### config.mk
export PLATFORM = sky130hd
export DESIGN_NAME = ysyx_24100012_regfile_sb_flat
export DESIGN_NICKNAME = d
export VERILOG_FILES = /design/src/rtl/ysyx_24100012_regfile_pkg.sv /design/src/rtl/ysyx_24100012_regfile_sb_if.sv /design/src/rtl/ysyx_24100012_scoreboard.sv /design/src/rtl/ysyx_24100012_regfile_sb.sv /design/src/flat_wrapper.sv
export SDC_FILE = /design/constraint.sdc
export NUM_CORES = 2
export LEC_CHECK = 0
export CORE_ASPECT_RATIO = 0.75
export CORE_MARGIN = 8
export CORE_UTILIZATION = 30
export CTS_BUF_LIST = sky130_fd_sc_hd__clkbuf_16
export DETAILED_ROUTE_END_ITERATION = 6
export PLACE_DENSITY = 0.5
export SLEW_MARGIN = 15
export SYNTH_ARGS = -nofsm -noshare
export SYNTH_HDL_FRONTEND = slang
export SYNTH_SLANG_ARGS = --single-unit
### constraint.sdc
create_clock -name clk -period 3.01 [get_ports clk]
set_input_delay 0.7525 -clock clk [delete_from_list [all_inputs] [get_ports clk]]
set_output_delay 0.7525 -clock clk [all_outputs]
set_load 0.03 [all_outputs]
### src/rtl/ysyx_24100012_regfile_pkg.sv
// Shared types and defaults for the NPC integer register file and its busy scoreboard.
// Latency: n/a (declarations only).
// Backpressure: n/a (declarations only).
package ysyx_24100012_regfile_pkg;

   localparam int RF_DATA_WIDTH = 32;
   localparam int RF_N_REG      = 32;
   localparam int RF_INDEX_LEN  = 5;

   typedef logic [RF_INDEX_LEN-1:0]  reg_idx_t;
   typedef logic [RF_DATA_WIDTH-1:0] reg_data_t;

   localparam reg_idx_t REG_ZERO = '0;

   // Index addresses a real register (x0 included).
   function automatic logic idx_in_range(input int idx, input int n_reg);
      return (idx < n_reg);
   endfunction

   // Index addresses a register that can hold a value (x0 excluded).
   function automatic logic idx_writable(input int idx, input int n_reg);
      return (idx != int'(REG_ZERO)) && (idx < n_reg);
   endfunction

endpackage

### src/rtl/ysyx_24100012_regfile_sb_if.sv
// Bundle between decode/issue + writeback (master) and the register file (slave).
// Latency: wires only; read/claim results are combinational, state updates land on the next edge.
// Backpressure: a claim is refused through claim_ok; reads and writes are never stalled.
// Signals: wr_en/wr_idx/wr_data (packed per write port), rd_idx -> rd_data/rd_busy
//          (packed per read port), claim_en/claim_idx -> claim_ok, busy_vec.
interface ysyx_24100012_regfile_sb_if
   import ysyx_24100012_regfile_pkg::*;
#(
   parameter int DATA_WIDTH = RF_DATA_WIDTH,
   parameter int N_REG      = RF_N_REG,
   parameter int INDEX_LEN  = RF_INDEX_LEN,
   parameter int N_RD       = 2,
   parameter int N_WR       = 2
);
   logic [N_WR-1:0]            wr_en;
   logic [N_WR*INDEX_LEN-1:0]  wr_idx;
   logic [N_WR*DATA_WIDTH-1:0] wr_data;
   logic [N_RD*INDEX_LEN-1:0]  rd_idx;
   logic [N_RD*DATA_WIDTH-1:0] rd_data;
   logic [N_RD-1:0]            rd_busy;
   logic                       claim_en;
   logic [INDEX_LEN-1:0]       claim_idx;
   logic                       claim_ok;
   logic [N_REG-1:0]           busy_vec;

   modport master (
      output wr_en, wr_idx, wr_data, rd_idx, claim_en, claim_idx,
      input  rd_data, rd_busy, claim_ok, busy_vec
   );

   modport slave (
      input  wr_en, wr_idx, wr_data, rd_idx, claim_en, claim_idx,
      output rd_data, rd_busy, claim_ok, busy_vec
   );
endinterface

### src/rtl/ysyx_24100012_scoreboard.sv
// Per-register busy scoreboard: decode claims a destination, writeback releases it.
// Latency: claim_ok combinational; busy bits update at the next clock edge.
// Backpressure: a claim on a busy register is refused (claim_ok=0); the requester must retry.
// Ports: clk, rst (sync, active-high), claim_en_i/claim_idx_i -> claim_ok_o,
//        rel_vec_i (one-hot-per-register release mask), busy_vec_o (registered, bit 0 always 0).
module ysyx_24100012_scoreboard
   import ysyx_24100012_regfile_pkg::*;
#(
   parameter int N_REG     = RF_N_REG,
   parameter int INDEX_LEN = RF_INDEX_LEN
)(
   input  logic                 clk,
   input  logic                 rst,
   input  logic                 claim_en_i,
   input  logic [INDEX_LEN-1:0] claim_idx_i,
   input  logic [N_REG-1:0]     rel_vec_i,
   output logic                 claim_ok_o,
   output logic [N_REG-1:0]     busy_vec_o
);

   logic [N_REG-1:0] busy_q;
   logic [N_REG-1:0] busy_d;
   logic             claim_busy;

   // Lookup by scan so an out-of-range index simply reads as not busy.
   always_comb begin
      claim_busy = 1'b0;
      for (int r = 0; r < N_REG; r++) begin
         if (int'(claim_idx_i) == r) claim_busy = busy_q[r];
      end
   end

   assign claim_ok_o = claim_en_i & ~rst & ~claim_busy
                     & idx_in_range(int'(claim_idx_i), N_REG);

   // Release first, then set: an accepted claim overrides a same-cycle release.
   // A refused claim leaves the release alone, so a busy register clears.
   always_comb begin
      busy_d = busy_q & ~rel_vec_i;
      for (int r = 1; r < N_REG; r++) begin
         if (claim_ok_o && int'(claim_idx_i) == r) busy_d[r] = 1'b1;
      end
      busy_d[0] = 1'b0;
   end

   always_ff @(posedge clk) begin
      if (rst) busy_q <= '0;
      else     busy_q <= busy_d;
   end

   assign busy_vec_o = busy_q;

endmodule

### src/rtl/ysyx_24100012_regfile_sb.sv
// Multi-port integer register file (x0 reads zero) with a per-register busy scoreboard.
// Latency: reads combinational; writes visible the cycle after the edge (same cycle with REGFILE_BYPASS_EN).
// Backpressure: none on reads/writes; claims are refused while the target is busy or during reset.
// Ports: clk, rst (sync, active-high), bus (slave modport of ysyx_24100012_regfile_sb_if).
// Build option: define REGFILE_BYPASS_EN to forward same-cycle write data to the read ports.
module ysyx_24100012_regfile_sb
   import ysyx_24100012_regfile_pkg::*;
#(
   parameter int DATA_WIDTH = RF_DATA_WIDTH,
   parameter int N_REG      = RF_N_REG,
   parameter int INDEX_LEN  = RF_INDEX_LEN,
   parameter int N_RD       = 2,
   parameter int N_WR       = 2
)(
   input  logic                      clk,
   input  logic                      rst,
   ysyx_24100012_regfile_sb_if.slave bus
);

   logic [DATA_WIDTH-1:0] regs_q [N_REG];
   logic [DATA_WIDTH-1:0] regs_d [N_REG];

   logic [INDEX_LEN-1:0]  wr_idx_a  [N_WR];
   logic [DATA_WIDTH-1:0] wr_data_a [N_WR];
   logic [N_WR-1:0]       wr_vld;
   logic [INDEX_LEN-1:0]  rd_idx_a  [N_RD];
   logic [DATA_WIDTH-1:0] rd_data_a [N_RD];
   logic [N_RD-1:0]       rd_busy_a;
   logic [N_REG-1:0]      rel_vec;
   logic [N_REG-1:0]      busy_vec;

   // Unpack the flat port buses.
   for (genvar k = 0; k < N_WR; k++) begin : g_wr_unpack
      assign wr_idx_a[k]  = bus.wr_idx[k*INDEX_LEN +: INDEX_LEN];
      assign wr_data_a[k] = bus.wr_data[k*DATA_WIDTH +: DATA_WIDTH];
      assign wr_vld[k]    = bus.wr_en[k] & idx_writable(int'(bus.wr_idx[k*INDEX_LEN +: INDEX_LEN]), N_REG);
   end

   for (genvar p = 0; p < N_RD; p++) begin : g_rd_pack
      assign rd_idx_a[p] = bus.rd_idx[p*INDEX_LEN +: INDEX_LEN];
      assign bus.rd_data[p*DATA_WIDTH +: DATA_WIDTH] = rd_data_a[p];
   end
   assign bus.rd_busy = rd_busy_a;

   // Ports are walked in ascending order so the highest-numbered enabled port wins.
   // Every valid write also produces a release for the scoreboard.
   always_comb begin
      rel_vec = '0;
      for (int r = 0; r < N_REG; r++) regs_d[r] = regs_q[r];
      for (int k = 0; k < N_WR; k++) begin
         for (int r = 1; r < N_REG; r++) begin
            if (wr_vld[k] && int'(wr_idx_a[k]) == r) begin
               regs_d[r]  = wr_data_a[k];
               rel_vec[r] = 1'b1;
            end
         end
      end
      regs_d[0] = '0;
   end

   always_ff @(posedge clk) begin
      if (rst) begin
         for (int r = 0; r < N_REG; r++) regs_q[r] <= '0;
      end else begin
         for (int r = 0; r < N_REG; r++) regs_q[r] <= regs_d[r];
      end
   end

   // regs_q[0] and busy_vec[0] are held at zero, so x0 needs no special case here;
   // an index beyond N_REG matches nothing and keeps the zero default.
   always_comb begin
      for (int p = 0; p < N_RD; p++) begin
         rd_data_a[p] = '0;
         rd_busy_a[p] = 1'b0;
         for (int r = 0; r < N_REG; r++) begin
            if (int'(rd_idx_a[p]) == r) begin
               rd_data_a[p] = regs_q[r];
               rd_busy_a[p] = busy_vec[r];
            end
         end
`ifdef REGFILE_BYPASS_EN
         // Writes are dropped during reset, so nothing is forwarded then either.
         for (int k = 0; k < N_WR; k++) begin
            if (!rst && wr_vld[k] && wr_idx_a[k] == rd_idx_a[p]) begin
               rd_data_a[p] = wr_data_a[k];
               rd_busy_a[p] = 1'b0;
            end
         end
`endif
      end
   end

   ysyx_24100012_scoreboard #(
      .N_REG     (N_REG),
      .INDEX_LEN (INDEX_LEN)
   ) u_scoreboard (
      .clk         (clk),
      .rst         (rst),
      .claim_en_i  (bus.claim_en),
      .claim_idx_i (bus.claim_idx),
      .rel_vec_i   (rel_vec),
      .claim_ok_o  (bus.claim_ok),
      .busy_vec_o  (busy_vec)
   );

   assign bus.busy_vec = busy_vec;

endmodule

### src/flat_wrapper.sv
// flat-port wrapper written by rule: the top's interface ports become plain ports
module ysyx_24100012_regfile_sb_flat import ysyx_24100012_regfile_pkg::*;
#(
   parameter int DATA_WIDTH = RF_DATA_WIDTH,
   parameter int N_REG      = RF_N_REG,
   parameter int INDEX_LEN  = RF_INDEX_LEN,
   parameter int N_RD       = 2,
   parameter int N_WR       = 2
)
  (clk, rst, bus_wr_en, bus_wr_idx, bus_wr_data, bus_rd_idx, bus_claim_en, bus_claim_idx, bus_rd_data, bus_rd_busy, bus_claim_ok, bus_busy_vec);
  ysyx_24100012_regfile_sb_if #(.DATA_WIDTH(DATA_WIDTH), .N_REG(N_REG), .INDEX_LEN(INDEX_LEN), .N_RD(N_RD), .N_WR(N_WR)) bus_i ();
  input  logic clk;
  input  logic rst;
  input wire logic [$bits(bus_i.wr_en)-1:0] bus_wr_en;
  input wire logic [$bits(bus_i.wr_idx)-1:0] bus_wr_idx;
  input wire logic [$bits(bus_i.wr_data)-1:0] bus_wr_data;
  input wire logic [$bits(bus_i.rd_idx)-1:0] bus_rd_idx;
  input wire logic [$bits(bus_i.claim_en)-1:0] bus_claim_en;
  input wire logic [$bits(bus_i.claim_idx)-1:0] bus_claim_idx;
  output wire logic [$bits(bus_i.rd_data)-1:0] bus_rd_data;
  output wire logic [$bits(bus_i.rd_busy)-1:0] bus_rd_busy;
  output wire logic [$bits(bus_i.claim_ok)-1:0] bus_claim_ok;
  output wire logic [$bits(bus_i.busy_vec)-1:0] bus_busy_vec;
  assign bus_i.wr_en = bus_wr_en;
  assign bus_i.wr_idx = bus_wr_idx;
  assign bus_i.wr_data = bus_wr_data;
  assign bus_i.rd_idx = bus_rd_idx;
  assign bus_i.claim_en = bus_claim_en;
  assign bus_i.claim_idx = bus_claim_idx;
  assign bus_rd_data = bus_i.rd_data;
  assign bus_rd_busy = bus_i.rd_busy;
  assign bus_claim_ok = bus_i.claim_ok;
  assign bus_busy_vec = bus_i.busy_vec;
  ysyx_24100012_regfile_sb #(.DATA_WIDTH(DATA_WIDTH), .N_REG(N_REG), .INDEX_LEN(INDEX_LEN), .N_RD(N_RD), .N_WR(N_WR)) u_core (.clk(clk), .rst(rst), .bus(bus_i));
endmodule
# Yosys cells after proc, flatten, opt, wreduce, memory -nomap -nowiden
# Memory sizes are Yosys's and may differ from the RTL's.
# Index checks and enable logic that the tools add are counted.
dict set report totals {
  inputBits 94
  word_cells 646
  ramBits 1024
  regBits 32
  output_inout_bits 99
  memories 1
}
# memory depth word_bits read_ports rd_clocked_by_memory_dff write_ports line
set mem_list {}
lappend mem_list {u_core.regs_q 32 32 32 0 32 ysyx_24100012_regfile_sb.sv:20} ;# logic [DATA_WIDTH-1:0] regs_q [N_REG];
dict set report op_classes {
  n_bitwise 40
  mux 350
  n_eq_ne 155
  reduce_logical 98
}
# op count
set op_table {}
lappend op_table {{32-bit 2-to-1 mux} 158}
lappend op_table {{5-bit equality test, second input constant} 80}
lappend op_table {{5-bit by 4-bit equality test with 1-bit output, second input constant} 40}
lappend op_table {{1-bit 2-to-1 mux} 192}
lappend op_table {{5-bit by 3-bit equality test with 1-bit output, second input constant} 20}
lappend op_table {{1-bit logical AND} 93}
lappend op_table {{5-bit by 2-bit equality test with 1-bit output, second input constant} 10}
lappend op_table {{32-bit AND} 1}
lappend op_table {{32-bit inverter} 1}
lappend op_table {{1-bit bitwise OR} 32}
lappend op_table {{5-bit by 1-bit equality test with 1-bit output, second input constant} 5}
lappend op_table {{5-bit logical NOT} 3}
lappend op_table {{5-bit nonzero test} 2}
lappend op_table {{1-bit AND} 4}
lappend op_table {{1-bit inverter} 2}

# Depth between registers and ports, before layout
dict set report depth {
  word_depth 37
  depth_mapped 12
  depth_no_buf 8
}

# By module
# From an unflattened synthesis, not the netlist that was laid out.
dict set report unflattened {
  hier_cells 8095
  area_unflattened_um2 65366.4
}
# module n_inst area_each_um2 cells_each seq_area_each_um2
set by_module_without_submodules {}
lappend by_module_without_submodules {ysyx_24100012_regfile_sb 1 63500.9 7870 19859.0}
lappend by_module_without_submodules {ysyx_24100012_scoreboard 1 1865.5 225 620.6}

# Worst setup path before layout
# OpenSTA, ideal clock, no wires.
dict set report synth_path {
  kind {input to output}
  from {input bus_rd_idx[6]}
  to {output bus_rd_data[50]}
  t_arrival_ns 3.081
  cell_stages 10
  slack_ns -0.824
  path_buffers 6
  required_time_ns 2.257
  path_cell_list {buf_2 > buf_4 > buf_4 > buf_2 > buf_2 > buf_2 > o22ai_1 > nand2_1 > o21ai_0 > o41ai_1}
}
dict set report synth_via {
  elab_chain_cells 33
  elab_cells_between_ends 64
  cone_classes {31 x eq/ne; 32 x mux; 1 x reduce/logical}
}
# item line
set synth_lines {}
lappend synth_lines {{start, declared} flat_wrapper.sv:17} ;# input wire logic [$bits(bus_i.rd_idx)-1:0] bus_rd_idx;
lappend synth_lines {{5-bit logical NOT} ysyx_24100012_regfile_sb.sv:76} ;# if (int'(rd_idx_a[p]) == r) begin
lappend synth_lines {{32-bit 2-to-1 mux (31 in series)} ysyx_24100012_regfile_sb.sv:76}
lappend synth_lines {{32-bit 2-to-1 mux (*)} ysyx_24100012_regfile_sb.sv:76}
lappend synth_lines {{end, declared} flat_wrapper.sv:20} ;# output wire logic [$bits(bus_i.rd_data)-1:0] bus_rd_data;
# Every way passes the cells marked *; elsewhere a longest branch is shown, timed or not.

# Worst setup path after layout
dict set report layout_path {
  from {input bus_rd_idx[2]}
  to {output bus_rd_data[25]}
}
# The elaborated chain is that of the path after synthesis.

==> qor.csv <==
stage,metric,value,unit
finish,area grow syn2layout,48.46,%
critical_path,"Data required, critical path",2.26,ns
detailed_routing,Vias,77420,
clock_network,"Reg clk slew, reported paths",0.06,ns
detailed_routing,drt drc,12,
critical_path,"Worst Path Class, Setup",in2out,
finish,share of layout cells above drive strength 1,32.64,%
sta,slew of the pin with the lowest slew margin,1.191,ns
yosys,Synth Area in Adders,0,%
sta,# setup viols final,69,
yosys,Post-synth EDFFs,0,
yosys,share of the synthesized area in the top cell type,31.93,%
yosys,Synth top cells by count,"nor2_1, mux2i_1, dfxtp_1",
yosys,"count leader, synth",nor2_1,
die,Core Area,213400,µm²
job,max_cap viols,0,
yosys,largest area contributor in the synthesized netlist,dfxtp_1,
global_routing,first-pass GRT wire length,589.2,mm
clock_network,TritonCTS clock tree,done,
sta,setup ws final,-0.9163,ns
yosys,number of synthesized register bits,1023,
yosys,top_reg_cell synth,dfxtp_1,
sta,final worst path period need,3.926,ns
clock_network,Longest Clk Path Bufs,3,
yosys,Yosys Warn Count,0,
clock_network,H-tree levels,3,
yosys,register area share after synthesis,31.93,%
critical_path,crit path DAT,3.17,ns
yosys,synth unique cells,89,
yosys,"FFs w/ async S/R, synth",0,%
finish,fill count,20590,
die,Ports,193,
placed_design,GP Congestion,1.040,
clock_network,Root Buffer,clkbuf_16,
die,num rows,147,
yosys,syn avg cell area,8.043,µm²
sta,crit share post-route,130.4,%
power,PD cells,395.9,nW/µm²
yosys,multiplexer area fraction after synthesis,18.56,%
detailed_routing,TritonRoute pass-1 iters,7,
sta,Final Hold Viols,0,
global_routing,largest net degree at the start of global routing,186,
yosys,syn_nets,8069,
die,Die X-Extent,549.9,µm
detailed_routing,remaining antenna violation count,0,
finish,Final nets,9209,
yosys,largest family of logic cells by synthesized area,compound AO/OA/AOI/OAI gates,
detailed_routing,final WL,433.8,mm
yosys,Compound-Gate Fraction of Synth Area,28.02,%
finish,design area,95230,µm²
finish,final core utilization,44.63,%
sta,RSZ-0062 raised after global routing,yes,
die,die area,229000,µm²
sta,Max Freq,254.7,MHz
yosys,Post-Synth XOR/XNOR Area,0,%
global_routing,Tot GR Track Use,35.68,%
power,VDD IR max,0.4963,mV
detailed_routing,DR iter-0 viols,12360,
detailed_routing,DR WL/cell,36.01,µm
placed_design,Detail Placement HPWL,316.0,mm
clock_network,CTS Buf Count,114,
critical_path,crit end category,primary output,
clock_network,Clock Sinks,1023,
yosys,synth top area cells,"dfxtp_1, mux2i_1, a211oi_1",
sta,"Slew Viols, Final",0,
global_routing,Overflow after GRT,0,
sta,Fin Clk Skew,0.009457,ns
sta,Worst slew margin,20.62,%
yosys,post-synthesis simple-gate area fraction,14.79,%
critical_path,Critical Path Start Type,input port,
run_status,violated checks,"DRC, setup timing",
clock_network,clk_lat worst skew,0.76,ns
die,Initial Utilization,30.06,%
die,Die H,416.4,µm
placed_design,placed cell areas,81240,µm²
placed_design,PortBufs,191,
yosys,synthesized area,64140,µm²
min_path,Hold WC Path Type,in2reg,
global_routing,vias in the first global route,71330,
detailed_routing,Via density,6.427,
run_status,status,"complete, but fails checks",
global_routing,initial antenna violation count,21,
critical_path,Critical Path Fanout Max,8,
power,Pleak,0.03655,µW
yosys,Mapped Cells,7975,
[sequential cells by signal, summed over array words and instances (netlist names)]
signal and cells:
u_core.u_scoreboard.busy_vec_o 31, u_core.regs_q 992
[kinds of logic (layout without fill, tap and decap cells)]
logic type,count (synthesis),in the layout
AOI/OAI and AO/OA,2589,2589
buffers and inverters,1001,2230
DFF,1023,1023
muxes,1152,1152
other,1,13
and+or+nand+nor,2209,2209
[cells in the final DEF, fill, tap and decap left out, types with 39 or more instances in the layout]
cell,n
a211oi_1,943
a21oi_1,266
a21oi_2,60
a221oi_2,65
a22oi_1,75
a311oi_1,64
buf_12,364
buf_4,1158
buf_6,253
buf_8,60
clkbuf_16,125
clkdlybuf4s50_1,106
dfxtp_1,1007
inv_1,48
mux2_2,48
mux2i_1,1070
nand2_1,320
nand2_2,56
nand3_1,120
nand4_1,39
nor2_1,1258
nor2_4,66
o211ai_1,48
o21ai_0,253
o21ai_1,63
o21ai_2,46
o22ai_1,132
o22ai_2,44
[worst paths after layout]
check                                                         from                                 end  slack (ns)  cells past startpoint
worst min register to register               u_core.regs_q[0][402]               u_core.regs_q[0][402]        0.51                      2
worst max register to register  u_core.u_scoreboard.busy_vec_o[20]  u_core.u_scoreboard.busy_vec_o[15]        0.84                      9
worst max-delay path                                 bus_rd_idx[2]                     bus_rd_data[25]       -0.92                     14
worst min-delay path                                           rst               u_core.regs_q[0][301]        0.42                      3
[routing by layer]
| layer | vias to the layer above | global-route usage (%) | part of all wire [%] |
|---|---|---|---|
| met5 | - | 0 | 0.026 |
| met4 | 18 | 13.78 | 4.8 |
| met3 | 1015 | 11.52 | 14 |
| met2 | 5797 | 49.33 | 39 |
| met1 | 38340 | 50.76 | 42 |
| li1 | 32250 | - | - |
[area by class of cell]
type	instances	area (µm²)	area share [%]
repair buffers	1997	22200	23.31
inverters	28	125.1	0.1314
clock inverters	89	777.0	0.8160
flip-flops and latches	1023	20510	21.54
well taps	2831	3542	3.720
diodes	12	30.03	0.03153
clock buffers	116	2903	3.048
multi-input cells	5951	45140	47.40
[stage by stage]
step	worst slack [ns]	TNS, ns	instances	hold WS (ns)	power, µW
after global placement	-1.740	-90.52	11530	0.4840	21430
after CTS	-0.8742	-48.51	11960	0.4002	37060
after floorplan	-0.2157	-4.848	7975	0.4654	17590
after detailed placement	-1.684	-91.49	11530	0.4886	21460
final	-0.9163	-50.07	12050	0.4187	37700
after global routing	-0.8898	-49.87	12040	0.4395	38340
[critical path: stages]
cell	delay (ns)
buf_16	0.14
buf_12	0.14
buf_16	0.15
nand3b_1	0.14
buf_4	0.14
buf_12	0.13
nor2_4	0.06
buf_12	0.14
a221oi_4	0.28
o21ai_2	0.11
a211o_1	0.31
o211ai_1	0.17
o211ai_1	0.25
buf_4	0.24
[report_power, final]
group	internal, µW	total [µW]	switching, µW
Clock	8060	14800	6780
Sequential	13800	14200	362
Combinational	3470	8670	5200
[what timing repair did]
action,in CTS,in global routing
pin swaps,329,262
gates resized for setup,1142,445
hold buffers,0,0
setup endpoints to repair,76,69
gates cloned,33,6
setup buffers,222,101
Power figures use the tool's default switching activity.
